## src/rtl/img_mem_seq_if.sv

```systemverilog
// Signal bundle between the control block, the image-memory sequencer and its consumers.
// The master side drives the control levels; the slave side is the sequencer.
interface img_mem_seq_if #(
    parameter int ADDR_W = 12
);
    logic              i_valid;
    logic              i_load;
    logic              i_run;
    logic [9:0]        i_imgLength;
    logic              o_we;
    logic [ADDR_W-1:0] o_wr_addr;
    logic              o_rd_en;
    logic [ADDR_W-1:0] o_rd_addr;
    logic              o_col_start;
    logic              o_EOP;
    logic [ADDR_W:0]   o_pix_count;
    logic              o_ovf;
    logic [2:0]        o_state;

    modport master (
        output i_valid, i_load, i_run, i_imgLength,
        input  o_we, o_wr_addr, o_rd_en, o_rd_addr, o_col_start,
        input  o_EOP, o_pix_count, o_ovf, o_state
    );

    modport slave (
        input  i_valid, i_load, i_run, i_imgLength,
        output o_we, o_wr_addr, o_rd_en, o_rd_addr, o_col_start,
        output o_EOP, o_pix_count, o_ovf, o_state
    );
endinterface

```

## src/rtl/img_mem_seq.sv

```systemverilog
// Image-memory sequencer: writes incoming pixels into the image BRAM during load,
// then streams read addresses with column-start markers to the convolution datapath.
module img_mem_seq #(
    parameter int ADDR_W    = 12,
    parameter int FLUSH_LAT = 3
) (
    input logic          i_CLK,
    input logic          i_rst,
    img_mem_seq_if.slave bus
);

    typedef enum logic [2:0] {
        IDLE  = 3'd0,
        LOAD  = 3'd1,
        RUN   = 3'd2,
        FLUSH = 3'd3,
        DONE  = 3'd4
    } state_t;

    localparam logic [3:0] FLUSH_LAST = 4'(FLUSH_LAT - 1);

    state_t            state;
    logic              we;
    logic [ADDR_W-1:0] wr_addr;
    logic              rd_en;
    logic [ADDR_W-1:0] rd_addr;
    logic              col_start;
    logic              eop;
    logic [ADDR_W:0]   pix_count;
    logic              ovf;
    logic [ADDR_W:0]   rd_cnt;
    logic [9:0]        col_cnt;
    logic [9:0]        img_len;
    logic [3:0]        flush_cnt;

    // A zero column length never wraps, so only the very first read is marked.
    function automatic logic [9:0] col_next(input logic [9:0] cnt, input logic [9:0] len);
        if (len != 10'd0 && cnt == len - 10'd1)
            return 10'd0;
        return cnt + 10'd1;
    endfunction

    function automatic logic col_first(input logic [9:0] cnt, input logic [9:0] len,
                                       input logic first);
        return first || (len != 10'd0 && cnt == 10'd0);
    endfunction

    always_ff @(posedge i_CLK) begin
        if (!i_rst) begin
            state     <= IDLE;
            we        <= 1'b0;
            wr_addr   <= '0;
            rd_en     <= 1'b0;
            rd_addr   <= '0;
            col_start <= 1'b0;
            eop       <= 1'b0;
            pix_count <= '0;
            ovf       <= 1'b0;
            rd_cnt    <= '0;
            col_cnt   <= '0;
            img_len   <= '0;
            flush_cnt <= '0;
        end else begin
            we        <= 1'b0;
            rd_en     <= 1'b0;
            col_start <= 1'b0;
            case (state)
                IDLE: begin
                    if (bus.i_load) begin
                        state     <= LOAD;
                        pix_count <= '0;
                        wr_addr   <= '0;
                        ovf       <= 1'b0;
                    end else if (bus.i_run) begin
                        state   <= RUN;
                        rd_cnt  <= '0;
                        rd_addr <= '0;
                        col_cnt <= '0;
                        img_len <= bus.i_imgLength;
                    end
                end
                LOAD: begin
                    if (bus.i_run) begin
                        state   <= RUN;
                        rd_cnt  <= '0;
                        rd_addr <= '0;
                        col_cnt <= '0;
                        img_len <= bus.i_imgLength;
                    end else begin
                        if (!bus.i_load)
                            state <= IDLE;
                        // The top bit of pix_count set means the memory is full.
                        if (bus.i_valid) begin
                            if (!pix_count[ADDR_W]) begin
                                we        <= 1'b1;
                                wr_addr   <= pix_count[ADDR_W-1:0];
                                pix_count <= pix_count + 1'b1;
                            end else begin
                                ovf <= 1'b1;
                            end
                        end
                    end
                end
                RUN: begin
                    if (!bus.i_run) begin
                        state <= IDLE;
                    end else if (rd_cnt == pix_count) begin
                        // An empty image skips the drain wait entirely.
                        if (pix_count == '0) begin
                            state <= DONE;
                            eop   <= 1'b1;
                        end else begin
                            state     <= FLUSH;
                            flush_cnt <= '0;
                        end
                    end else begin
                        rd_en     <= 1'b1;
                        rd_addr   <= rd_cnt[ADDR_W-1:0];
                        col_start <= col_first(col_cnt, img_len, rd_cnt == '0);
                        col_cnt   <= col_next(col_cnt, img_len);
                        rd_cnt    <= rd_cnt + 1'b1;
                    end
                end
                FLUSH: begin
                    if (!bus.i_run) begin
                        state <= IDLE;
                    end else if (flush_cnt == FLUSH_LAST) begin
                        state <= DONE;
                        eop   <= 1'b1;
                    end else begin
                        flush_cnt <= flush_cnt + 4'd1;
                    end
                end
                DONE: begin
                    if (!bus.i_run) begin
                        state <= IDLE;
                        eop   <= 1'b0;
                    end
                end
                default: begin
                    state <= IDLE;
                    eop   <= 1'b0;
                end
            endcase
        end
    end

    assign bus.o_we        = we;
    assign bus.o_wr_addr   = wr_addr;
    assign bus.o_rd_en     = rd_en;
    assign bus.o_rd_addr   = rd_addr;
    assign bus.o_col_start = col_start;
    assign bus.o_EOP       = eop;
    assign bus.o_pix_count = pix_count;
    assign bus.o_ovf       = ovf;
    assign bus.o_state     = state;

endmodule
```

## src/flat_wrapper.sv

```systemverilog
// flat-port wrapper written by rule: the top's interface ports become plain ports
module img_mem_seq_flat 
#(
    parameter int ADDR_W    = 12,
    parameter int FLUSH_LAT = 3
)
  (i_CLK, i_rst, bus_i_valid, bus_i_load, bus_i_run, bus_i_imgLength, bus_o_we, bus_o_wr_addr, bus_o_rd_en, bus_o_rd_addr, bus_o_col_start, bus_o_EOP, bus_o_pix_count, bus_o_ovf, bus_o_state);
  img_mem_seq_if #(.ADDR_W(ADDR_W)) bus_i ();
  input logic i_CLK;
  input logic i_rst;
  input wire logic [$bits(bus_i.i_valid)-1:0] bus_i_valid;
  input wire logic [$bits(bus_i.i_load)-1:0] bus_i_load;
  input wire logic [$bits(bus_i.i_run)-1:0] bus_i_run;
  input wire logic [$bits(bus_i.i_imgLength)-1:0] bus_i_imgLength;
  output wire logic [$bits(bus_i.o_we)-1:0] bus_o_we;
  output wire logic [$bits(bus_i.o_wr_addr)-1:0] bus_o_wr_addr;
  output wire logic [$bits(bus_i.o_rd_en)-1:0] bus_o_rd_en;
  output wire logic [$bits(bus_i.o_rd_addr)-1:0] bus_o_rd_addr;
  output wire logic [$bits(bus_i.o_col_start)-1:0] bus_o_col_start;
  output wire logic [$bits(bus_i.o_EOP)-1:0] bus_o_EOP;
  output wire logic [$bits(bus_i.o_pix_count)-1:0] bus_o_pix_count;
  output wire logic [$bits(bus_i.o_ovf)-1:0] bus_o_ovf;
  output wire logic [$bits(bus_i.o_state)-1:0] bus_o_state;
  assign bus_i.i_valid = bus_i_valid;
  assign bus_i.i_load = bus_i_load;
  assign bus_i.i_run = bus_i_run;
  assign bus_i.i_imgLength = bus_i_imgLength;
  assign bus_o_we = bus_i.o_we;
  assign bus_o_wr_addr = bus_i.o_wr_addr;
  assign bus_o_rd_en = bus_i.o_rd_en;
  assign bus_o_rd_addr = bus_i.o_rd_addr;
  assign bus_o_col_start = bus_i.o_col_start;
  assign bus_o_EOP = bus_i.o_EOP;
  assign bus_o_pix_count = bus_i.o_pix_count;
  assign bus_o_ovf = bus_i.o_ovf;
  assign bus_o_state = bus_i.o_state;
  img_mem_seq #(.ADDR_W(ADDR_W), .FLUSH_LAT(FLUSH_LAT)) u_core (.i_CLK(i_CLK), .i_rst(i_rst), .bus(bus_i));
endmodule
```

## config.mk

```make
export PLATFORM = sky130hd
export DESIGN_NAME = img_mem_seq_flat
export DESIGN_NICKNAME = d
export VERILOG_FILES = /design/src/rtl/img_mem_seq_if.sv /design/src/rtl/img_mem_seq.sv /design/src/flat_wrapper.sv
export SDC_FILE = /design/constraint.sdc
export NUM_CORES = 1
export LEC_CHECK = 0
export CORE_MARGIN = 8
export CORE_UTILIZATION = 59
export CTS_CLUSTER_DIAMETER = 100
export CTS_CLUSTER_SIZE = 40
export DETAILED_ROUTE_END_ITERATION = 16
export PLACE_DENSITY = 0.85
export SKIP_LAST_GASP = 1
export SLEW_MARGIN = 30
export SYNTH_ARGS = -nofsm -noshare
export SYNTH_HDL_FRONTEND = slang
export SYNTH_SLANG_ARGS = --single-unit
```

## constraint.sdc

```tcl
create_clock -name i_CLK -period 4.5 [get_ports i_CLK]
set_clock_uncertainty 0.05 [all_clocks]
set_input_delay 1.125 -clock i_CLK [delete_from_list [all_inputs] [get_ports i_CLK]]
set_output_delay 1.125 -clock i_CLK [all_outputs]
set_load 0.05 [all_outputs]
```

Word-level counts from Yosys, hierarchy flattened --
Index checks and enable logic that the tools add are counted.
Cells by class: add/subtract/negate cells 5, eq/ne operators 26, mux-type cells 66, bitwise operators 6, reduce and logical (&&, ||, !) cells 23
Operators with widths (count):
- two-way mux 13 bit | 8
- two-way mux 12 bit | 8
- two-way mux 10 bit | 8
- case mux 13 bit (3 select lines) | 1
- case mux 12 bit (3 select lines) | 1
- two-way mux 3 bit | 10
- case mux 10 bit (3 select lines) | 1
- adder 13 x 1 -> 13 bit (second input constant) | 2
- logical NOT 13 bit | 2
- case mux 13 bit (2 select lines) | 1
- case mux 12 bit (2 select lines) | 1
- inequality test 2 bit (second input constant) | 11
- two-way mux 4 bit | 5
- case mux 10 bit (2 select lines) | 1
- two-way mux 1 bit | 17
- case mux 3 bit (5 select lines) | 1
- AND reduction 5 bit | 3
- equality test 13 bit | 1
- adder 10 x 1 -> 10 bit (second input constant) | 1
- equality test 10 bit | 1
- logical NOT 10 bit | 1
- nonzero test 10 bit | 1
- subtractor 10 x 1 -> 10 bit (second input constant) | 1
- inequality test 2 x 1 -> 1 bit (second input constant) | 4
- other kinds (23) | 35
Word-level totals: register bits after elaboration 82, input port bits 15, output and inout port bits 45, word-level logic and storage cells 140

Depth between registers and ports, before layout --
Gate-level depths: netlist of the first run.
depth after elaboration 12, gate-level depth with buffers 10, depth with buffers taken out 9

Worst setup path after synthesis of the first run --
Ideal clock, no wire load.
path kind input to register, start in bus_i_run, end reg u_core.pix_count[5], in the netlist u_core.bus.o_pix_count[5], arrival time 2.621 ns, required time 4.322 ns, path slack 1.702 ns, cell stages on the path 7, cell sequence nand3b_1 > a211oi_1 > a21boi_1 > and3_1 > nand4_1 > xor2_1 > nor2_1
Between the ends: cells in the longest elaborated chain, start to end 2
Ends and longest elaborated chain:
- from (decl) | line flat_wrapper.sv:13 | input wire logic [$bits(bus_i.i_run)-1:0] bus_i_run;
- inequality test 2 bit (no source line)
- AND reduction 5 bit (no source line)
- to (signal assigned) | line img_mem_seq.sv:97 | pix_count <= pix_count + 1'b1;
- to (decl) | line img_mem_seq.sv:29 | logic [ADDR_W:0] pix_count;
Every way passes these cells. A chain may end at the register's enable or synchronous reset.

Final worst setup path of the first run --
start in bus_i_run, end reg u_core.col_cnt[6]
Between the ends: cells in the longest elaborated chain, start to end 3, elaborated cells between the ends (all ways) 5
Ends and longest elaborated chain:
- two-way mux 10 bit (2 in a row)
- case mux 10 bit (3 select lines)
- to (signal assigned) | line img_mem_seq.sv:120 | col_cnt <= col_next(col_cnt, img_len);
- to (decl) | line img_mem_seq.sv:32 | logic [9:0] col_cnt;
Several ways; a longest one is shown, not always the timed one. The select of a mux whose other input is x is not followed.

==> summary by stage, run 1 <==
Critical path
The kind of end point of the critical path is a register. The data required time of the critical path is 4.70 ns. The critical path is of the input port to register type. The type of origin of the critical path is an input port.

In this run the worst path has a maximum fanout of 13. The arrival time of the worst setup path is 3.46 ns.

Clocking
The clock latency on the worst-skew pair is 0.36 ns. The master cell of the clock root buffer is clkbuf_8. In this run the post-CTS setup repair buffer count came out at 0.

Post-CTS repair changed the size of 0 cells. Clock tree synthesis found a total of 82 sinks. The H-tree depth is 3. The total CTS buffers is 9.

The clock-pin transition on the worst setup and hold timing paths is 0.08 ns. The cts-stage hold buffer count is 0. The clock tree from TritonCTS is built.

The largest buffer count on any clock path is 2.

Synth
The share of synthesized area in the top cell type comes to 0.383. The number of distinct library cells after synthesis is 56. After synthesis, the most frequently instantiated cells are 82 x dfxtp_1, 41 x nand2_1, 40 x nor2_1, 31 x nor2b_1, 29 x nand3_1. The number of synthesized flops with an enable pin is 0. The most used flip-flop cell after synthesis is dfxtp_1. The compound-gate portion of the synthesized area is 0.168. Synthesis produced a netlist whose cell count is 517. Of the total synthesized cell area, the portion taken by XOR and XNOR cells is 0.0858. The most common cell in the synthesized netlist is dfxtp_1.

In this run the cell area of the synthesized design comes to 0.00429 mm2. The mean cell area of the mapped netlist is 8.30 um2. For this run, asynchronously set or reset flops after synthesis account for 0. The biggest area contributor in the post-synthesis netlist is dfxtp_1.

The share of the Yosys chip area taken by registers is 0.383. Of the total synthesized cell area, the portion taken by AND, OR, NAND and NOR gates is 0.267. The number of nets in the synthesized netlist is 541.

The multiplexer area fraction after synthesis is 0.0187. After synthesis the netlist holds a flip-flop and latch count of 82. Of the total synthesized cell area, the portion taken by full adders, half adders and majority gates is 0.0263.

In the post-synthesis netlist, the biggest area contributors are dfxtp_1 38%, xnor2_1 5.5%, nor2b_1 4.5%. The main combinational cell family by area after synthesis is simple AND/OR/NAND/NOR gates. The synthesis warning total is 0.

Finish
At the end of the flow the core is filled with cells to 0.714. The number of nets in the final layout is 583. The synthesis-to-layout area growth is 18.7%.

The finished cells cover 0.00509 mm2. Of the cells placed in the final design, the portion with a size suffix greater than 1 is 0.0426. The final antenna diode count is 0.

Floorplanning
The count of boundary I/O pins is 60. The floorplan core area is 0.00714 mm2. The y dimension of the die is 101 um. The site row count is 31. The die boundary width is 101 um. For this configuration, the core starts out at a cell density of 0.601.

The floorplan step defined a die boundary enclosing 0.0103 mm2.

Status
The flow ran to the end, and the final reports show no timing, DRC or antenna violations.

STA
The pin slew with the least headroom to its limit is 0.592 ns. Dividing the final minimum period by the clock period gives 0.726. Adding up every negative setup slack in the final design gives 0 ns. Setup violations remaining at the end of the flow were counted as 0.

Setup repair after global routing left no endpoint under its margin. The count of endpoints failing hold in the final timing report is 0. The fmax is 306 MHz. The final hold slack is 0.442 ns.

Measured against its own limit, the worst slew margin works out to 0.603. The final period demand of the worst path is 3.27 ns. The number of max-slew violations in the final report was 0.

Global route
The number of global-route vias before repair is 3,665. The global-route wire length before repair is 16,800 um. Entering global routing, the biggest net connects 49 pins. The initial antenna violation count came to 0. The remaining global-route overflow is 0.

The combined global-route utilization of all metal layers is 0.203.

Placed design
The number of input and output port buffers inserted is 59. Detailed placement finished with a half-perimeter wire length of 7040 um. The placed instances occupy a cell area of 0.00491 mm2. The congestion estimate from routability-driven global placement came to 0.839.

Routing
The per-cell via count in the routed design is 5.71. The final wirelength is 9880 um. The detail route stage leaves a number of antenna-violating nets equal to 0. The first-pass iteration count of the detailed router is 4. The number of remaining DRC errors is 0. The number of DRC markers in iteration 0 is 165. The final routed wire length divided by cell count is 14.9 um. Summing over every cut layer, the via total after detailed routing is 3,780.

Job
The tool flagged a number of max-cap violations equal to 0.

Pwr
For this design the ratio of total power to cell area is 324 mW/mm2. The leakage power is 1.83 nW. The design draws 1.65 mW.

The maximum resistive drop on vdd is 0.215 mV.

Min path
The type of the tightest min-delay check is register to register.
metal layers:
layer / track usage / vias to the layer above / wire length (um)
met2: 0.325 / 95 / 4630
met1: 0.238 / 1795 / 4440
met4: 0.0756 / 0 / 174
met3: 0.0804 / 17 / 625
li1: - / 1873 / -
met5: 0 / - / 0
sequential cells by signal (all words and copies together), names as in the netlist, 3 cells and up:
| register | flops |
|---|---|
| u_core.img_len | 10 |
| u_core.col_cnt | 10 |
| u_core.bus.o_state | 3 |
| u_core.rd_cnt | 13 |
| u_core.bus.o_pix_count | 13 |
| u_core.bus.o_rd_addr | 12 |
| u_core.bus.o_wr_addr | 12 |
| u_core.flush_cnt | 4 |
logic make-up (layout without fill, tap and decap cells):
group	count (synthesis)	count (layout)
and+or+nand+nor	216	216
AOI/OAI and AO/OA	105	105
DFF	82	82
buffers and inverters	55	101
xor gates and xnor gates	42	42
adders and majority gates	9	9
muxes	8	8
per-stage QoR:
stage,std cells,worst slack (ns)
2_1_floorplan,517,1.70
3_3_place_gp,647,0.944
3_5_place_dp,647,0.883
4_1_cts,662,1.26
5_1_grt,662,1.03
6_report,662,1.23
path summary, 6_finish.rpt:
| kind | startpoint | end | depth (start not counted) | slack, ns |
|---|---|---|---|---|
| max | bus_i_run | u_core.col_cnt[6] | 7 | 1.23 |
| min | u_core.bus.o_ovf | u_core.bus.o_ovf | 2 | 0.44 |
| max reg2reg | u_core.img_len[0] | u_core.col_cnt[6] | 9 | 1.74 |
| min reg2reg | u_core.bus.o_ovf | u_core.bus.o_ovf | 2 | 0.44 |
worst max-delay path, cell delays in order:
cell and delay (ns):
clkdlybuf4s50_1 0.57, nand2b_1 0.14, or3_1 0.53, and2_0 0.34, o31ai_2 0.20, nor2_1 0.27
a22o_1 0.27
cell type report:
| type | count | area (um2) |
|---|---|---|
| Clock buffer | 12 | 145 |
| Clock inverter | 3 | 40.0 |
| Timing Repair Buffer | 65 | 636 |
| Multi-Input combinational cell | 380 | 2430 |
| Inverter | 21 | 78.8 |
| Fill cell | 568 | 2040 |
| Tap cell | 99 | 124 |
| Sequential cell | 82 | 1640 |
placed cells by master, fill, tap and decap left out, drive strengths merged, types with 4 or more instances in the layout:
cell type	Yosys	layout
a211oi	5	5
a21boi	15	15
a21oi	13	13
a22o	7	7
a22oi	14	14
and2	17	17
and3	10	10
buf	13	6
clkbuf	21	12
clkdlybuf4s50	0	59
dfxtp	82	82
ha	9	9
inv	21	21
mux2i	8	8
nand2	41	41
nand2b	4	4
nand3	29	29
nand3b	5	5
nand4	10	10
nor2	40	40
nor2b	31	31
nor3	9	9
nor3b	4	4
nor4	6	6
o21ai	27	27
or3	4	4
xnor2	27	27
xor2	15	15
power breakdown:
part | total [mW] | switching (mW) | internal [mW] | leakage [nW]
clock network | 0.520 | 0.253 | 0.267 | 0.0962
logic | 0.343 | 0.211 | 0.132 | 1.08
registers | 0.788 | 0.0410 | 0.747 | 0.662
No activity file was read; power rests on OpenSTA's default activity.
==> inputs of run 2 (changes only) <==
--- a/config.mk
+++ b/config.mk
@@ -6,11 +6,11 @@
 export NUM_CORES = 1
 export LEC_CHECK = 0
 export CORE_MARGIN = 8
-export CORE_UTILIZATION = 59
+export CORE_UTILIZATION = 50
 export CTS_CLUSTER_DIAMETER = 100
 export CTS_CLUSTER_SIZE = 40
 export DETAILED_ROUTE_END_ITERATION = 16
-export PLACE_DENSITY = 0.85
+export PLACE_DENSITY = 0.77
 export SKIP_LAST_GASP = 1
 export SLEW_MARGIN = 30
 export SYNTH_ARGS = -nofsm -noshare
==> constraint.sdc (replaced) <==
create_clock -name i_CLK -period 2.8 [get_ports i_CLK]
set_clock_uncertainty 0.05 [all_clocks]
set_input_delay 0.7 -clock i_CLK [delete_from_list [all_inputs] [get_ports i_CLK]]
set_output_delay 0.7 -clock i_CLK [all_outputs]
set_load 0.05 [all_outputs]
==> summary by stage, run 2 (synthesis gave the netlist of run 1 again) <==
Status
The run finished with clean final reports.

Routing
The number of DRC markers in iteration 0 is 183 (+11%). The first-pass iteration count of the detailed router is 5 (+1). The final wirelength was 10,300 um (+4.5%). The via total after detailed routing is 3,869 (+2.4%). The number of remaining DRC errors is 0 (unchanged). The per-cell via count in the routed design came to 5.63 (-1.4%).

The final routed wire length divided by cell count is 15.0 um (+0.67%). The post-detailed-route count of antenna-violating nets is 0 (unchanged).

STA
The worst max-slew margin expressed relative to the limit came to 0.612 (+0.00872). The setup TNS after final layout is 0 ns (unchanged). The final setup violation count is 0 (unchanged).

The count of endpoints failing hold in the final timing report is 0 (unchanged). The final hold slack is 0.451 ns (+0.00856 ns). The number of max-slew violations in the final report is 0 (unchanged). In the finished design, the share of the clock period the worst path needs comes to 0.938. Setup repair after global routing left no endpoint under its margin. Based on the critical path, the design can be clocked at up to 381 MHz. The worst setup margin came to 0.175 ns (-1.06 ns). The final period demand of the worst path is 2.63 ns. The pin slew with the least headroom to its limit is 0.581 ns (-0.0103 ns).

Global route
The number of global-route vias before repair was 3,563 (-2.8%). The initial antenna violation count was 0 (unchanged). The pin count of the biggest net entering global routing is 49 (unchanged). The remaining global-route overflow is 0 (unchanged). The combined global-route utilization of all metal layers was 0.178 (-0.0247).

The global-route wire length before repair came to 17,200 um (+2.7%).

Critical path
The buffers plus inverters on the worst setup path came to 2 (+1). The critical path goes through clkdlybuf4s50_1, nand2b_1, or3_1, and2_4, buf_4, nor2_1, a22o_1. For this design, the slowest cell found on the critical path is clkdlybuf4s50_1. The peak fanout along the critical path is 11 (-2).

The data required time of the critical path is 3.04 ns (-1.66 ns). The worst stage delay on the critical path was 0.59 ns (+0.02 ns). The type of origin of the critical path is an input port. The arrival time of the worst setup path is 2.87 ns (-0.59 ns).

The critical path is of the input port to register type. The worst setup path is captured at a register. The critical path's top delay family is simple AND/OR/NAND/NOR gates.

Floorplanning
The area enclosed by the die boundary is 0.0118 mm2 (+15%). The starting utilization of the core area was 0.519 (-0.0816). The count of boundary I/O pins came to 60 (unchanged). The floorplan core area was 0.00826 mm2 (+16%). The die boundary width was 109 um (+7.3%). The y dimension of the die is 109 um (+7.3%). The site row count is 33 (+6.5%).

Clocking
The largest buffer count on any clock path is 2 (unchanged). The cts-stage hold buffer count is 0 (unchanged). The clock latency on the worst-skew pair was 0.36 ns (about the same). The total clock sinks is 82 (unchanged). The number of instances resized during post-cts repair is 0 (unchanged). The clock tree from TritonCTS is built. The H-tree depth is 3 (unchanged). The total CTS buffers is 9 (unchanged). The clock-pin transition on the worst setup and hold timing paths came to 0.08 ns (about the same). The post-CTS setup-driven buffer insertion count is 0 (unchanged). The master cell of the clock root buffer is clkbuf_8.

Job
The max-cap check violation count is 0 (unchanged).

Min path
The type of the tightest min-delay check is register to register.

Finish
The top cell types in the final layout, fill and taps aside, are 82 x dfxtp_1, 58 x clkdlybuf4s50_1, 41 x nand2_1. The fraction of final layout cells sized beyond drive strength 1 is 0.0773 (+0.0347). The fill cell instance count of the final layout is 716 (+26%). The final antenna diode count was 0 (unchanged). From synthesis to final layout, the design area changed by 22.8%. The number of nets in the final layout was 601 (+3.1%). The library cell used most frequently in the layout, excluding fill and tap cells, is dfxtp_1.

Placed design
The post-placement setup slack was -0.177 ns (-1.06 ns). The sum of net half-perimeters after detailed placement came to 7560 um (+7.4%). The number of input and output port buffers inserted is 59 (unchanged). The routability congestion estimate was 0.901 (+7.4%).

Pwr
The leakage power was 1.96 nW (+6.6%). The maximum resistive drop on vdd came to 0.310 mV (+44%). The power per standard cell area is 532 mW/mm2 (+64%).
run 2: per-stage QoR:
stage                     power [mW]  cells  utilization  instance area (um2)
after floorplan                 1.69    517            -                 4290
after global routing            2.95    687        0.638                 5270
final                           2.80    687        0.638                 5270
after detailed placement        1.89    671        0.612                 5050
after global placement          1.88    671        0.612                 5050
after CTS                       2.82    687        0.638                 5270
run 2: metal layers:
layer,wire (um),track usage,up-vias
met1,4760,0.232,1829
met3,646,0.0372,15
met4,178,0.0684,0
met5,0,0,-
met2,4740,0.282,109
li1,-,-,1916
run 2: final timing paths:
check	slack (ns)	from	cells past startpoint	end
setup / recovery	0.17	bus_i_run	7	u_core.col_cnt[5]
hold / removal	0.45	u_core.img_len[1]	2	u_core.img_len[1]
setup reg to reg	0.27	u_core.rd_cnt[2]	8	u_core.col_cnt[5]
hold reg to reg	0.45	u_core.img_len[1]	2	u_core.img_len[1]
run 2: worst register-to-register path, stage by stage (launching register included):
cell and delay, ns:
dfxtp_1 0.56, xnor2_1 0.13, nand3_1 0.12, nor3_1 0.09, a2111o_1 0.50, and2_4 0.18, buf_4 0.16, nor2_1 0.44
a22o_1 0.24
run 2: final cells by class:
class	instances	area [um2]	area share
clock inverters	7	92.6	0.0176
clock buffers	9	124	0.0235
flip-flops and latches	82	1640	0.312
inverters	21	78.8	0.0150
well taps	105	131	0.0249
multi-input cells	380	2430	0.461
repair buffers	83	773	0.147
run 2: power breakdown:
| part | switching, mW | internal [mW] |
|---|---|---|
| Clock | 0.437 | 0.502 |
| Sequential | 0.0614 | 1.20 |
| Combinational | 0.349 | 0.251 |
